**src/rtl/cpu_sequencer.sv**
```systemverilog
// Multi-cycle fetch/decode/execute/writeback sequencer for the mini CPU.
// Owns pc, IR, the latched zero flag and the retired count. Has a run/step debug handshake.
module cpu_sequencer (
  input  logic       clk,
  input  logic       rst_n,
  input  logic [7:0] instr,
  input  logic       zero,
  input  logic       run,
  input  logic       step,
  output logic [3:0] pc,
  output logic [3:0] imm,
  output logic [2:0] alu_op,
  output logic       do_alu,
  output logic       we_a,
  output logic       we_b,
  output logic       busy,
  output logic       halted,
  output logic [7:0] retired
);

  localparam logic [2:0] S_IDLE   = 3'd0;
  localparam logic [2:0] S_FETCH  = 3'd1;
  localparam logic [2:0] S_DECODE = 3'd2;
  localparam logic [2:0] S_EXEC   = 3'd3;
  localparam logic [2:0] S_WB     = 3'd4;
  localparam logic [2:0] S_HALTED = 3'd5;

  localparam logic [3:0] OP_LDA = 4'h1;
  localparam logic [3:0] OP_LDB = 4'h2;
  localparam logic [3:0] OP_ADD = 4'h3;
  localparam logic [3:0] OP_OR  = 4'h6;
  localparam logic [3:0] OP_JMP = 4'h7;
  localparam logic [3:0] OP_JZ  = 4'h8;
  localparam logic [3:0] OP_HLT = 4'hF;

  logic [2:0] state, state_nxt;
  logic [7:0] ir;
  logic       z_flag;
  logic       step_d;
  logic       single;
  logic [3:0] opcode;
  logic [3:0] alu_idx;
  logic       is_alu;
  logic       take_jump;
  logic       in_op;

  assign opcode    = ir[7:4];
  assign imm       = ir[3:0];
  assign is_alu    = (opcode >= OP_ADD) && (opcode <= OP_OR);
  assign alu_idx   = opcode - OP_ADD;
  assign take_jump = (opcode == OP_JMP) || ((opcode == OP_JZ) && z_flag);

  // IR still holds the previous instruction during FETCH, so decode only from DECODE on.
  assign in_op  = (state == S_DECODE) || (state == S_EXEC) || (state == S_WB);
  assign alu_op = (in_op && is_alu) ? alu_idx[2:0] : 3'b000;
  assign do_alu = is_alu && ((state == S_EXEC) || (state == S_WB));
  assign we_a   = (state == S_WB) && ((opcode == OP_LDA) || is_alu);
  assign we_b   = (state == S_WB) && (opcode == OP_LDB);
  assign busy   = (state == S_FETCH) || in_op;
  assign halted = (state == S_HALTED);

  always_comb begin
    state_nxt = state;
    case (state)
      S_IDLE:   if (run || (step && !step_d)) state_nxt = S_FETCH;
      S_FETCH:  state_nxt = S_DECODE;
      S_DECODE: state_nxt = S_EXEC;
      S_EXEC:   state_nxt = S_WB;
      S_WB: begin
        if (opcode == OP_HLT)     state_nxt = S_HALTED;
        else if (run && !single)  state_nxt = S_FETCH;
        else                      state_nxt = S_IDLE;
      end
      S_HALTED: state_nxt = S_HALTED;
      default:  state_nxt = S_IDLE;
    endcase
  end

  always_ff @(posedge clk or negedge rst_n) begin
    if (!rst_n) begin
      state   <= S_IDLE;
      pc      <= 4'd0;
      ir      <= 8'd0;
      z_flag  <= 1'b0;
      retired <= 8'd0;
      step_d  <= 1'b0;
      single  <= 1'b0;
    end else begin
      state  <= state_nxt;
      step_d <= step;
      // run wins over step, so a launch with run high is never single-step.
      if (state == S_IDLE && state_nxt == S_FETCH) single <= !run;
      if (state == S_WB && state_nxt == S_IDLE)    single <= 1'b0;
      if (state == S_FETCH)          ir     <= instr;
      if (state == S_EXEC && is_alu) z_flag <= zero;
      if (state == S_WB) begin
        retired <= retired + 8'd1;
        pc      <= take_jump ? imm : pc + 4'd1;
      end
    end
  end

endmodule

```
**config.mk**
```make
export PLATFORM = sky130hd
export DESIGN_NAME = cpu_sequencer
export DESIGN_NICKNAME = d
export VERILOG_FILES = /design/src/rtl/cpu_sequencer.sv
export SDC_FILE = /design/constraint.sdc
export NUM_CORES = 1
export LEC_CHECK = 0
export CORE_MARGIN = 8
export CORE_UTILIZATION = 48
export CTS_CLUSTER_SIZE = 25
export DETAILED_ROUTE_END_ITERATION = 8
export PLACE_DENSITY = 0.79
export REMOVE_ABC_BUFFERS = 1
export SKIP_LAST_GASP = 1
export SLEW_MARGIN = 10
export SYNTH_ARGS = -nofsm -noshare
export SYNTH_HDL_FRONTEND = slang
export SYNTH_SLANG_ARGS = --single-unit
```
**constraint.sdc**
```tcl
create_clock -name clk -period 1.8 [get_ports clk]
set_input_delay 0.36 -clock clk [delete_from_list [all_inputs] [get_ports clk]]
set_output_delay 0.36 -clock clk [all_outputs]
set_load 0.01 [all_outputs]
```
Word level (Yosys, flattened, before mapping):

Cells that the tools add are included.

* add/subtract/negate cells: 3
* order comparisons: 2
* eq/ne operators: 11
* multiplexer cells: 8
* reductions and logical operators: 24

Operator list (count)
* one-hot mux 3 bit (6 select lines): 1
* logical AND 1 bit: 11
* 2-to-1 mux 3 bit: 3
* adder 8 x 1 -> 8 bit (second input constant): 1
* equality test 4 bit (second input constant): 2
* logical OR 1 bit: 7
* equality test 3 x 1 -> 1 bit (second input constant): 2
* equality test 3 x 2 -> 1 bit (second input constant): 2
* equality test 3 bit (second input constant): 2
* zero test 3 bit: 2
* adder 4 x 1 -> 4 bit (second input constant): 1
* equality test 4 x 1 -> 1 bit (second input constant): 1
* equality test 4 x 2 -> 1 bit (second input constant): 1
* equality test 4 x 3 -> 1 bit (second input constant): 1
* >= comparator 4 x 2 -> 1 bit (second input constant): 1
* less-or-equal comparator 4 x 3 -> 1 bit (second input constant): 1
* 2-to-1 mux 4 bit: 1
* zero test 1 bit: 3
* 2-to-1 mux 1 bit: 3
* subtractor 3 x 2 -> 3 bit (second input constant): 1
* nonzero test 2 bit: 1

* register bits: 26
* output and inout port bits: 24

Logic depth before layout (Yosys ltp):

Gate-level depths: netlist of run 1.

* depth after elaboration: 9
* mapped depth: 6
* mapped depth without buffers: 6

Worst setup path after synthesis of run 1:

Ideal clock, no wire load.

* path kind: register to output
* from: reg state[0]
* to: out alu_op[1]
* arrival: 1.293 ns
* data required time: 1.440 ns
* setup slack: 0.147 ns
* stages on the path, launching flop included: 6
* buffers on the path: 2
* cell sequence: dfrtp_1 buf_4 nor3b_4 buf_4 nor2_1 nor3b_1

* cells in the longest elaborated chain, start to end: 5
* elaborated cells on any way between the ends: 7
* those cells by class: 3 x eq/ne; 1 x mux; 3 x reduce/logical

RTL lines
* start, declared: line 36 `logic [2:0] state, state_nxt;`
* start signal, assigned: line 89 `state <= state_nxt;`
* equality test 3 x 2 -> 1 bit: line 54 `assign in_op = (state == S_DECODE) || (state == S_EXEC) || (state == S_WB);`
* logical OR 1 bit: line 54
* logical OR 1 bit (*): line 54
* logical AND 1 bit (*): line 55 `assign alu_op = (in_op && is_alu) ? alu_idx[2:0] : 3'b000;`
* 2-to-1 mux 3 bit (*): line 55
* end, declared: line 12 `output logic [2:0] alu_op,`

Every way passes the cells marked *; elsewhere a longest branch is shown, timed or not.

Final worst setup path of run 1:

* from: reg ir[5]
* to: out do_alu

* cells in the longest elaborated chain, start to end: 3
* elaborated cells on any way between the ends: 4
* those cells by class: 2 x order compare; 2 x reduce/logical

RTL lines
* start, declared: line 37 `logic [7:0] ir;`
* start signal, assigned: line 94 `if (state == S_FETCH) ir <= instr;`
* >= comparator 4 x 2 -> 1 bit or less-or-equal comparator 4 x 3 -> 1 bit (tied branches): line 49 `assign is_alu = (opcode >= OP_ADD) && (opcode <= OP_OR);`
* logical AND 1 bit (*): line 49
* logical AND 1 bit (*): line 56 `assign do_alu = is_alu && ((state == S_EXEC) || (state == S_WB));`
* end, declared: line 13 `output logic do_alu,`

Marks and branches as above.

==> results.txt, run 1 <==
- After detailed routing, the number of vias per cell comes to 5.38.
* Antenna violations before repair: 0
- Worst setup EP type: output pin
- Critical-path cell list: ha_4 -> o221ai_4 -> a21oi_1 -> buf_2
- Finished Core Util: 0.742
* Detailed Route WL: 3500 um
* Maxcap violations: 0
- Violated checks: negative setup slack
- Sort of element at the start of the critical path: flop
- Die Span X: 69.7 um
* First-pass GRT wire length: 5860 um
* Clock tree from TritonCTS: done
- Of the cells placed in the final design, the portion with a size suffix greater than 1 is 0.339.
* Largest incremental delay on the critical path: 0.48 ns
- Setup violations remaining at the end of the flow were counted as 6.
* I/O pin total: 37
- In this run the number of H-tree levels came out at 1.
- The flow ran to the end, but the final reports show violations.
- Port Buffer Count: 36
* Post-synth EDFFs: 0
- The number of pins with negative max-slew slack in the final report is 0.
* Final count of hold timing violations: 0
- Type of the most critical hold path: in2async
- Inserted Clock Buffers: 3
* Leftover overflow at the end of global routing: 0
- Largest net degree at the start of global routing: 27
* Remaining number of nets flagged by the antenna check after routing: 0
* Worst Path Max Fanout: 6
* Total power per unit cell area: 1670 mW/mm^2
- Setup slack after layout: -0.102 ns
- Dividing the detail-routed wire length by the instance count gives 15.9 um.
* Average cell area after synthesis: 10.7 sq um
- On the final layout, the worst clock skew is 0.0106 ns.
- The worst path in the final design needs a cycle of 1.90 ns, including I/O delays and setup.
* Headroom to the max-slew limit: 0.760
- Among all flip-flop cells after synthesis, the most frequent one is sky130_fd_sc_hd__dfrtp_1.
* Largest delay contributor family on the critical path: flip-flops
- Setup repair after global routing could not meet its margin everywhere.
- Vias after detailed routing: 1183
* Hold bufs inserted after CTS: 0
* Diode insertion count for antenna repair: 0
- In the finished design, the share of the clock period the worst path needs comes to 1.06.
- After detailed placement, the design holds a cell count of 207.
- VDD sags by at most 1290 uV.
- From synthesis to final layout, the design area changed by 47.6%.
- Cell area after synthesis: 0.00139 sq mm
- Buf/Inv on CP: 1
* Placer's final routability congestion estimate: 0.836
- Initial cell density of the core: 0.503
- Post-layout net count: 209
* Max Root-Sink Buffers: 2
- Die H: 69.7 um
- Final sum of negative setup slack: -0.555 ns
- Counting flops and latches in the post-synthesis netlist gives 26.
* GRT Total Usage: 0.142
* Row count: 19
- Actual transition at the worst max-transition pin: 0.357 ns
* Data arrival time of the critical path: 1.54 ns
- After clock tree synthesis, the clock-pin slew on the worst setup and hold paths is 0.14 ns.
- Leakage power of the design: 0.918 nW
- Clock latency reported for the late side of the worst-skew pair: 0.33 ns
- For this run, asynchronously set or reset flops after synthesis account for 1.00.
* Core Box Area: 0.00276 sq mm
- Clock sink count: 26
* FMAX: 526 MHz
- Die ar.: 0.00486 sq mm
* First-pass iteration count of the detailed router: 4
* Slowest library cell on the worst path: sky130_fd_sc_hd__dfrtp_2
* Worst slack at placement: -0.183 ns
- For the worst setup path, the data required time is 1.44 ns.
- The first routing iteration left 44 violations.
* Total of warnings raised by yosys: 0
- Vias in the first global route: 1283
- In the routed design, unresolved DRC markers number 0.
- After legalization and detailed placement, the total HPWL measured 2500 um.
- Cells after synthesis: 129
- Share of synthesized area occupied by flip-flops and latches: 0.469
* Clock Root Buffer: sky130_fd_sc_hd__clkbuf_4
- Post-route insts no fill: 220
- Worst setup path category: reg2out
- Yosys mapped the design onto 40 distinct sky130hd cell types.
-- state kept, by name, indices dropped and copies added, names as in the netlist --
signal	cells
ir	8
pc	4
retired	8
single	1
state	3
step_d	1
z_flag	1
-- area by class of cell --
class                   count  area [sq um]
clock inverters             1          30.0
repair buffers             65           553
clock buffers               3          22.5
fillers                   190           712
well taps                  31          38.8
multi-input cells          89           727
flip-flops and latches     26           653
inverters                   5          21.3
-- cells in the mapped netlist (2+ instances only) --
cell                       count  share of area
sky130_fd_sc_hd__a21oi_1       2         0.0072
sky130_fd_sc_hd__and3_1        3          0.014
sky130_fd_sc_hd__buf_2         2         0.0072
sky130_fd_sc_hd__buf_4         7          0.038
sky130_fd_sc_hd__dfrtp_1      26           0.47
sky130_fd_sc_hd__ha_1          6          0.054
sky130_fd_sc_hd__inv_1         4          0.011
sky130_fd_sc_hd__mux2_1        5          0.041
sky130_fd_sc_hd__mux2i_1       3          0.022
sky130_fd_sc_hd__nand2_1      14          0.038
sky130_fd_sc_hd__nand2b_1      2         0.0090
sky130_fd_sc_hd__nand3_1       3          0.011
sky130_fd_sc_hd__nand4_1       2         0.0090
sky130_fd_sc_hd__nor2_1        6          0.016
sky130_fd_sc_hd__nor2b_1       3          0.014
sky130_fd_sc_hd__nor3_1        4          0.014
sky130_fd_sc_hd__o21ai_0       2         0.0072
sky130_fd_sc_hd__o21ai_1       5          0.018
sky130_fd_sc_hd__xnor2_1       7          0.044
sky130_fd_sc_hd__xor2_1        3          0.019
-- placed cells by master, fill, tap and decap left out, drive strengths merged, types with 5 or more instances in the layout --
cell and instances:
inv 5, buf 37, o21ai 8, ha 6, nor2 7, mux2 6
nor3 5, xnor2 7, clkdlybuf4s50 28, nand2 16, dfrtp 26
-- cell families (layout without fill, tap and decap cells) --
| logic type | after synthesis | in the layout | share of synthesized area |
|---|---|---|---|
| AOI/OAI and AO/OA | 18 | 18 | 0.0966 |
| and+or+nand+nor | 46 | 46 | 0.185 |
| buffers and inverters | 14 | 74 | 0.0587 |
| muxes | 9 | 9 | 0.0731 |
| DFF | 26 | 26 | 0.469 |
| xor gates and xnor gates | 10 | 10 | 0.0632 |
| adders and majority gates | 6 | 6 | 0.0542 |
-- per-layer routing --
| layer | global-route usage | vias to the layer above | part of all wire |
|---|---|---|---|
| li1 | - | 564 | - |
| met1 | 0.155 | 576 | 0.41 |
| met2 | 0.247 | 40 | 0.51 |
| met3 | 0.0672 | 3 | 0.078 |
| met4 | 0.0223 | 0 | 0.0029 |
| met5 | 0 | - | 0 |
-- stage by stage --
| stage | power, mW | instance area (sq um) | hold WS, ns |
|---|---|---|---|
| 6_report | 3.41 | 2050 | 0.383 |
| 2_1_floorplan | 1.83 | 1320 | 0.0644 |
| 3_5_place_dp | 2.72 | 1870 | 0.466 |
| 3_3_place_gp | 2.64 | 1870 | 0.461 |
| 4_1_cts | 3.30 | 2000 | 0.382 |
| 5_1_grt | 3.65 | 2050 | 0.388 |
-- timing repair --
item                                    in CTS  in global routing
gates resized for setup                     44                 10
hold endpoints to repair                     0                  0
pin swaps                                    4                  3
setup buffers                                6                  4
endpoints found under the setup margin       8                 10
-- path summary, 6_finish.rpt --
kind / start / end / slack (ns) / depth (start not counted)
max: ir[5] / do_alu / -0.10 / 4
min: rst_n / ir[4] / 0.38 / 2
max reg2reg: ir[5] / z_flag / 0.01 / 8
min reg2reg: retired[7] / retired[7] / 0.49 / 1
max in group asynchronous: rst_n / ir[6] / 1.15 / 2
min in group clk: step / step_d / 0.47 / 1
-- power breakdown --
group          total, mW  internal, mW  switching [mW]  leakage [nW]
Combinational       1.93          1.07           0.864         0.567
Sequential          1.08         0.814           0.269         0.323
Clock              0.400         0.225           0.175        0.0279
Total               3.41          2.11            1.31         0.918
Note: power is estimated with default switching activity, not from simulation.
==> run 2: changes to the inputs <==
CORE_MARGIN = 4   (was 8)
HOLD_SLACK_MARGIN = 0.02   (was unset)
TNS_END_PERCENT = 5   (was unset)
==> run 2 against run 1 <==
Compared with the run above:
- the flow still finishes with violations (negative setup slack)
- flip-flop and latch count unchanged
- setup slack got worse by 0.00088 ns
- design area decreased by 3.1%
- final cell count is 1.8% lower
- clock power shrank 28%
- critical path depth stayed put
- largest power group unchanged
- highest routed layer unchanged
==> results.txt, run 2 (synthesis results as in run 1) <==
- Run status: finished with violations
- The checks that failed: negative setup slack.
* Initial DRC Count: 26 (-41%)
- Pins over their slew limit: 0 (unchanged)
- Setup slack after layout: -0.103 ns (-0.000884 ns)
* Final setup violation count: 9 (+3)
- Remaining number of nets flagged by the antenna check after routing: 0 (unchanged)
* Number of cells on the critical path: 4 (unchanged)
- The sum of buffers and inverters on the critical path was 1 (unchanged).
- Design internal power: 1.92 mW (-8.7%)
- The number of endpoints with negative hold slack in the final report came to 0 (unchanged).
* Clock latency reported for the late side of the worst-skew pair: 0.32 ns (about the same)
* Hold bufs inserted after CTS: 0 (unchanged)
- Type of the most critical hold path: in2async
* GRT Total Usage: 0.186 (+0.0439)
- The net switching component of the power was 1.24 mW (-5.3%).
* Core Box Area: 0.00276 sq mm (unchanged)
- The transition time at the pin with the least slew margin came to 0.344 ns (-0.0124 ns).
* VDD IR max: 1270 uV (-1.1%)
- The worst relative slew slack is 0.768 (+0.00832).
- Clock tree from TritonCTS: done
- Finished Core Util: 0.719 (-0.0227)
- The floorplan die area was 0.00381 sq mm (-22%).
- The number of global-route vias before repair is 1157 (-9.8%).
* Largest incremental delay on the critical path: 0.48 ns (about the same)
* Launching point of the worst reg2reg path: state[1]
* Final sum of negative setup slack: -0.661 ns (-0.106 ns)
- FMAX: 526 MHz (about the same)
* Die H: 61.7 um (-11%)
- The minimum period implied by the final worst setup slack is 1.90 ns (+0.000884 ns).
- The minimum hold slack was 0.397 ns (+0.0143 ns).
- Clock sink count: 26 (unchanged)
- Share of layout cells above drive strength 1: 0.303 (-0.0359)
- The DRC violation count after routing was 0 (unchanged).
- Diode insertion count for antenna repair: 0 (unchanged)
- Maxcap violations: 0 (unchanged)
- Share of total power in sequential cells: 0.340 (+0.023)
- Largest regs: ir: 8 flops, retired: 8 flops, pc: 4 flops
* Vias after detailed routing: 1162 (-1.8%)
* Data arrival time of the critical path: 1.54 ns (about the same)
- Inserted Clock Buffers: 3 (unchanged)
- The clock skew was 0.00753 ns (-0.00306 ns).
- For this design, the slowest cell found on the critical path is sky130_fd_sc_hd__dfrtp_2.
- The switching share of total power was 0.391 (+0.00855).
- The maximum number of pins on one net before global-route repair came to 27 (unchanged).
- Layout Area Growth over Synthesis: 43.1%
- Leftover overflow at the end of global routing: 0 (unchanged)
- The total wire length was 3220 um (-8.1%).
- The worst setup path is of the reg2out kind.
- The library cell used most frequently in the layout, excluding fill and tap cells, is sky130_fd_sc_hd__clkdlybuf4s50_1.
* Total power per unit cell area: 1590 mW/mm^2 (-4.5%)
- Port Buffer Count: 36 (unchanged)
- Leading cell types in the layout, fill and taps excluded: sky130_fd_sc_hd__clkdlybuf4s50_1, sky130_fd_sc_hd__buf_4, sky130_fd_sc_hd__dfrtp_1
- The number of antenna violations at the first check in global routing came to 0 (unchanged).
* First-pass iteration count of the detailed router: 4 (unchanged)
- The cell leakage power is 0.880 nW (-4.1%).
* First-pass GRT wire length: 5200 um (-11%)
* Worst Path Max Fanout: 6 (unchanged)
- Critical-path cell list: ha_4 -> o221ai_4 -> nor3b_2 -> buf_2
- Worst slack at placement: -0.248 ns (-0.0654 ns)
- The clock-pin slew on the worst setup and hold paths was 0.13 ns (about the same).
- The CTS H-tree depth was 1 (unchanged).
* Die Span X: 61.7 um (-11%)
- Critical path startpoint: ir[5]
* Row count: 19 (unchanged)
- Worst r2r path cells: 8 (unchanged)
- Comb power frac: 0.570 (+0.005)
- Post-layout net count: 205 (-1.9%)
* Worst setup EP type: output pin
* Sort of element at the start of the critical path: flop
* Detail-routed net length per standard cell: 14.9 um (-6.4%)
- Mean number of vias per cell: 5.38 (about the same)
- Placer's final routability congestion estimate: 0.831 (-0.66%)
- The boundary pin count was 37 (unchanged).
- Clock tree synthesis selected as its root buffer the cell sky130_fd_sc_hd__clkbuf_4.
- The initial standard-cell utilization of the core is 0.503 (unchanged).
- Share of the cycle needed by the critical path after routing: 1.06 (about the same)
- The half-perimeter wire length after placement came to 2460 um (-1.4%).
- Broken down by cell family, the worst path's largest delay share belongs to flip-flops.
- RSZ-0062 raised after global routing: true
- Max Root-Sink Buffers: 2 (unchanged)
- The proportion of power drawn by the clock network is 0.091 (-0.026).
- The required arrival time at the worst endpoint came to 1.44 ns (about the same).
-- run 2: power by group through the flow --
| stage | clock network, mW | registers, mW | logic (mW) |
|---|---|---|---|
| global placement | 0 | 1.05 | 1.58 |
| CTS | 0.301 | 1.05 | 1.73 |
| floorplan | 0 | 1.12 | 0.714 |
| detailed placement | 0 | 1.07 | 1.65 |
| global route | 0.334 | 1.11 | 1.97 |
| finish | 0.286 | 1.07 | 1.80 |
-- run 2: metal layers --
metal | wire (um) | up-vias | global-route usage
met1 | 1380 | 567 | 0.235
met4 | 22 | 0 | 0.0455
met2 | 1600 | 36 | 0.317
li1 | - | 555 | -
met5 | 0 | - | 0
met3 | 207 | 4 | 0.0496
-- run 2: timing repair --
item                       in CTS  in global routing
gates resized for setup        16                 24
pin swaps                       2                  3
setup endpoints to repair       8                  9
buffers inserted                3                  2
cloned                          0                  0
-- run 2: path summary, 6_finish.rpt --
check	endpoint	slack, ns
hold reg to reg	retired[7]	0.50
min in group clk	step_d	0.49
setup / recovery	alu_op[1]	-0.10
setup reg to reg	retired[7]	-0.01
max in group asynchronous	ir[6]	1.13
hold / removal	ir[7]	0.40
-- run 2: per-stage QoR --
| stage | cells | cell area (sq um) | power (mW) |
|---|---|---|---|
| after floorplan | 120 | 1320 | 1.83 |
| after global placement | 207 | 1870 | 2.63 |
| after detailed placement | 207 | 1870 | 2.72 |
| after CTS | 214 | 1950 | 3.08 |
| after global routing | 216 | 1980 | 3.41 |
| final | 216 | 1980 | 3.16 |
-- run 2: final cells by class --
class	instances	area, sq um
Fill cell	206	774
Timing Repair Buffer	61	520
Multi-Input combinational cell	89	714
Clock buffer	4	36.3
Tap cell	31	38.8
Inverter	5	18.8
Sequential cell	26	654
==> run 3: changes to the inputs <==
REMOVE_ABC_BUFFERS = unset   (was 1)
==> run 3 against run 2 <==
Compared with the run above:
- sequential share of layout area shrank 0.51 points
- clock skew is 0.0064 ns higher
- via count grew 2.8%
- highest routed layer unchanged
- die area unchanged
- largest power group unchanged
- non-clock buffer count increased by 1
- the flow still finishes with violations (negative setup slack)
- routed wire length rose by 1.5%
- sequential power is essentially flat
- clock-buffer cell count is 1 lower
- critical endpoint unchanged
- total power increased by 5.1%
==> results.txt, run 3 (synthesis results as in run 1) <==
- Maxcap violations: 0 (unchanged)
- Number of levels in the clock H-tree: 1 (unchanged)
* Worst slack at placement: -0.171 ns (+0.0767 ns)
* Max Root-Sink Buffers: 2 (unchanged)
- The number of pins with negative max-slew slack in the final report came to 0 (unchanged).
* Initial cell density of the core: 0.503 (unchanged)
- The required arrival time at the worst endpoint was 1.44 ns (about the same).
- The critical path data arrival time is 1.53 ns (about the same).
- Crit path time final: 1.89 ns (-0.00987 ns)
- Remaining number of nets flagged by the antenna check after routing: 0 (unchanged)
- Worst setup EP type: output pin
* Share of layout cells above drive strength 1: 0.328 (+0.0253)
- Core Box Area: 0.00276 sq mm (unchanged)
- The total number of clock tree sinks was 26 (unchanged).
* Combined area of the multi-input logic cells: 733 sq um (+2.6%)
- The number of nets handed over by synthesis was 148.
- Clock skew: 0.0139 ns (+0.00636 ns)
* First-pass iteration count of the detailed router: 4 (unchanged)
- The overall via count from detail_route came to 1195 (+2.8%).
* Leading cell types in the layout, fill and taps excluded: sky130_fd_sc_hd__clkdlybuf4s50_1, sky130_fd_sc_hd__buf_4, sky130_fd_sc_hd__dfrtp_1
* Die ar.: 0.00381 sq mm (unchanged)
- The maximum number of pins on one net before global-route repair came to 27 (unchanged).
- I/O pin total: 37 (unchanged)
* FMAX: 528 MHz (+0.52%)
- VDD IR max: 1120 uV (-12%)
- From synthesis to final layout, the design area changed by 45.6%.
- Port Buffer Count: 36 (unchanged)
* Post-detailed-route DRC marker count: 0 (unchanged)
- RSZ-0062 raised after global routing: true
* Initial DRC Count: 74 (+180%)
- The number of antenna violations at the first check in global routing was 0 (unchanged).
- Die H: 61.7 um (unchanged)
- The worst setup path is launched from a flop.
* Estimated wirelength of the detail-placed design: 2310 um (-6.2%)
- Final-layout fill cell count: 205 (-0.49%)
- The fraction of the cycle the final worst path needs is 1.05 (-0.00548).
* Run status: finished with violations
* Design Power: 3.32 mW (+5.1%)
- Launching point of the worst reg2reg path: ir[5]
- Clock Root Buffer: sky130_fd_sc_hd__clkbuf_4
* Commonest non-fill, non-tap cell in the layout: sky130_fd_sc_hd__clkdlybuf4s50_1
* Violated checks: negative setup slack
* End point of the critical path: alu_op[1]
* Actual transition at the worst max-transition pin: 0.332 ns (-0.0124 ns)
* Worst setup path category: reg2out
- GRT Total Usage: 0.183 (-0.00217)
* Row count: 19 (unchanged)
- Register cell area after layout: 656 sq um (+0.19%)
- The horizontal die dimension is 61.7 um (unchanged).
- Diode insertion count for antenna repair: 0 (unchanged)
- TritonCTS built the clock tree.
- The number of vias per cell after detailed routing was 5.51 (+2.4%).
- Clock latency reported for the late side of the worst-skew pair: 0.33 ns (about the same)
- The worst relative slew slack is 0.779 (+0.0107).
- Detail-routed net length per standard cell: 15.0 um (+1.1%)
- The final weighted congestion in routability-driven placement came to 0.871 (+4.9%).
- The biggest fanout along the worst timing path came to 4 (-2).
* Vias in the first global route: 1138 (-1.6%)
- Inserted Clock Buffers: 3 (unchanged)
- R2R Setup Slk: 0.13 ns (+0.14 ns)
- Type of the most critical hold path: in2async
* Critical path startpoint: state[0]
* Worst r2r path cells: 7 (-1)
- The areal power density over the cells came to 1650 mW/mm^2 (+3.3%).
- The worst register-to-register path ends at z_flag.
- Largest regs: ir: 8 flops, retired: 8 flops, pc: 4 flops
- The number of endpoints with negative hold slack in the final report was 0 (unchanged).
- The net count of the finished layout came to 206 (+0.49%).
- Leakage power of the design: 0.892 nW (+1.3%)
* First-pass GRT wire length: 5180 um (-0.38%)
- Final setup violation count: 6 (-3)
- Detailed Route WL: 3270 um (+1.5%)
- The total congestion overflow after global routing came to 0 (unchanged).
* Setup slack after layout: -0.0929 ns (+0.00986 ns)
* Clock transition at the registers of the reported paths: 0.15 ns (+0.02 ns)
-- run 3: changes by cell type in the layout (fill, tap and decap cells not counted), sizes merged --
cell | previous run | this run
buf | 28 | 31
bufinv | 0 | 1
clkbuf | 7 | 6
clkdlybuf4s15 | 1 | 0
dlygate4sd2 | 1 | 0
-- run 3: where the power goes --
part	internal, mW	switching (mW)
combinational	1.01	0.839
sequential	0.819	0.255
clock	0.225	0.175
-- run 3: worst max-delay path, cell delays in order, from the launching register on --
cell and delay [ns]:
sky130_fd_sc_hd__dfrtp_2 0.46, sky130_fd_sc_hd__nor3b_4 0.24, sky130_fd_sc_hd__buf_6 0.14, sky130_fd_sc_hd__nor2_4 0.04
sky130_fd_sc_hd__nor3b_2 0.18, sky130_fd_sc_hd__buf_2 0.15
-- run 3: worst min path at each step --
stage / startpoint / to / depth (start not counted)
global route: rst_n / z_flag / 2
detailed placement: retired[7] / retired[7] / 1
floorplan: rst_n / ir[0] / 0
finish: rst_n / retired[1] / 2
CTS: rst_n / retired[6] / 2
global placement: retired[7] / retired[7] / 1
-- run 3: final cells by class --
cell class                      count  share of cell area
Tap cell                           31              0.0192
Multi-Input combinational cell     89               0.363
Clock buffer                        3              0.0112
Timing Repair Buffer               62               0.257
Sequential cell                    26               0.325
Inverter                            5             0.00930
Clock inverter                      1              0.0149
-- run 3: repair_timing --
action,in CTS,in global routing
hold buffers,0,0
endpoints found under the setup margin,8,8
pin swaps,5,3
setup buffers,2,2
resized for setup,39,10
-- run 3: per-layer routing --
metal  vias to the layer above  wire [um]  track usage
li1                        561          -            -
met1                       591       1280        0.233
met2                        37       1760        0.311
met3                         6        190       0.0331
met4                         0         38       0.0697
met5                         -          0            0
-- run 3: metrics by stage --
step,util,cell area (sq um),cells,setup TNS [ns],hold slack (ns)
finish,0.732,2020,217,-0.365,0.378
floorplan,-,1390,129,0,0.0644
detailed placement,0.685,1890,209,-0.680,0.478
CTS,0.726,2000,215,-0.877,0.373
global placement,0.685,1890,209,-0.458,0.462
global route,0.732,2020,217,-1.16,0.401
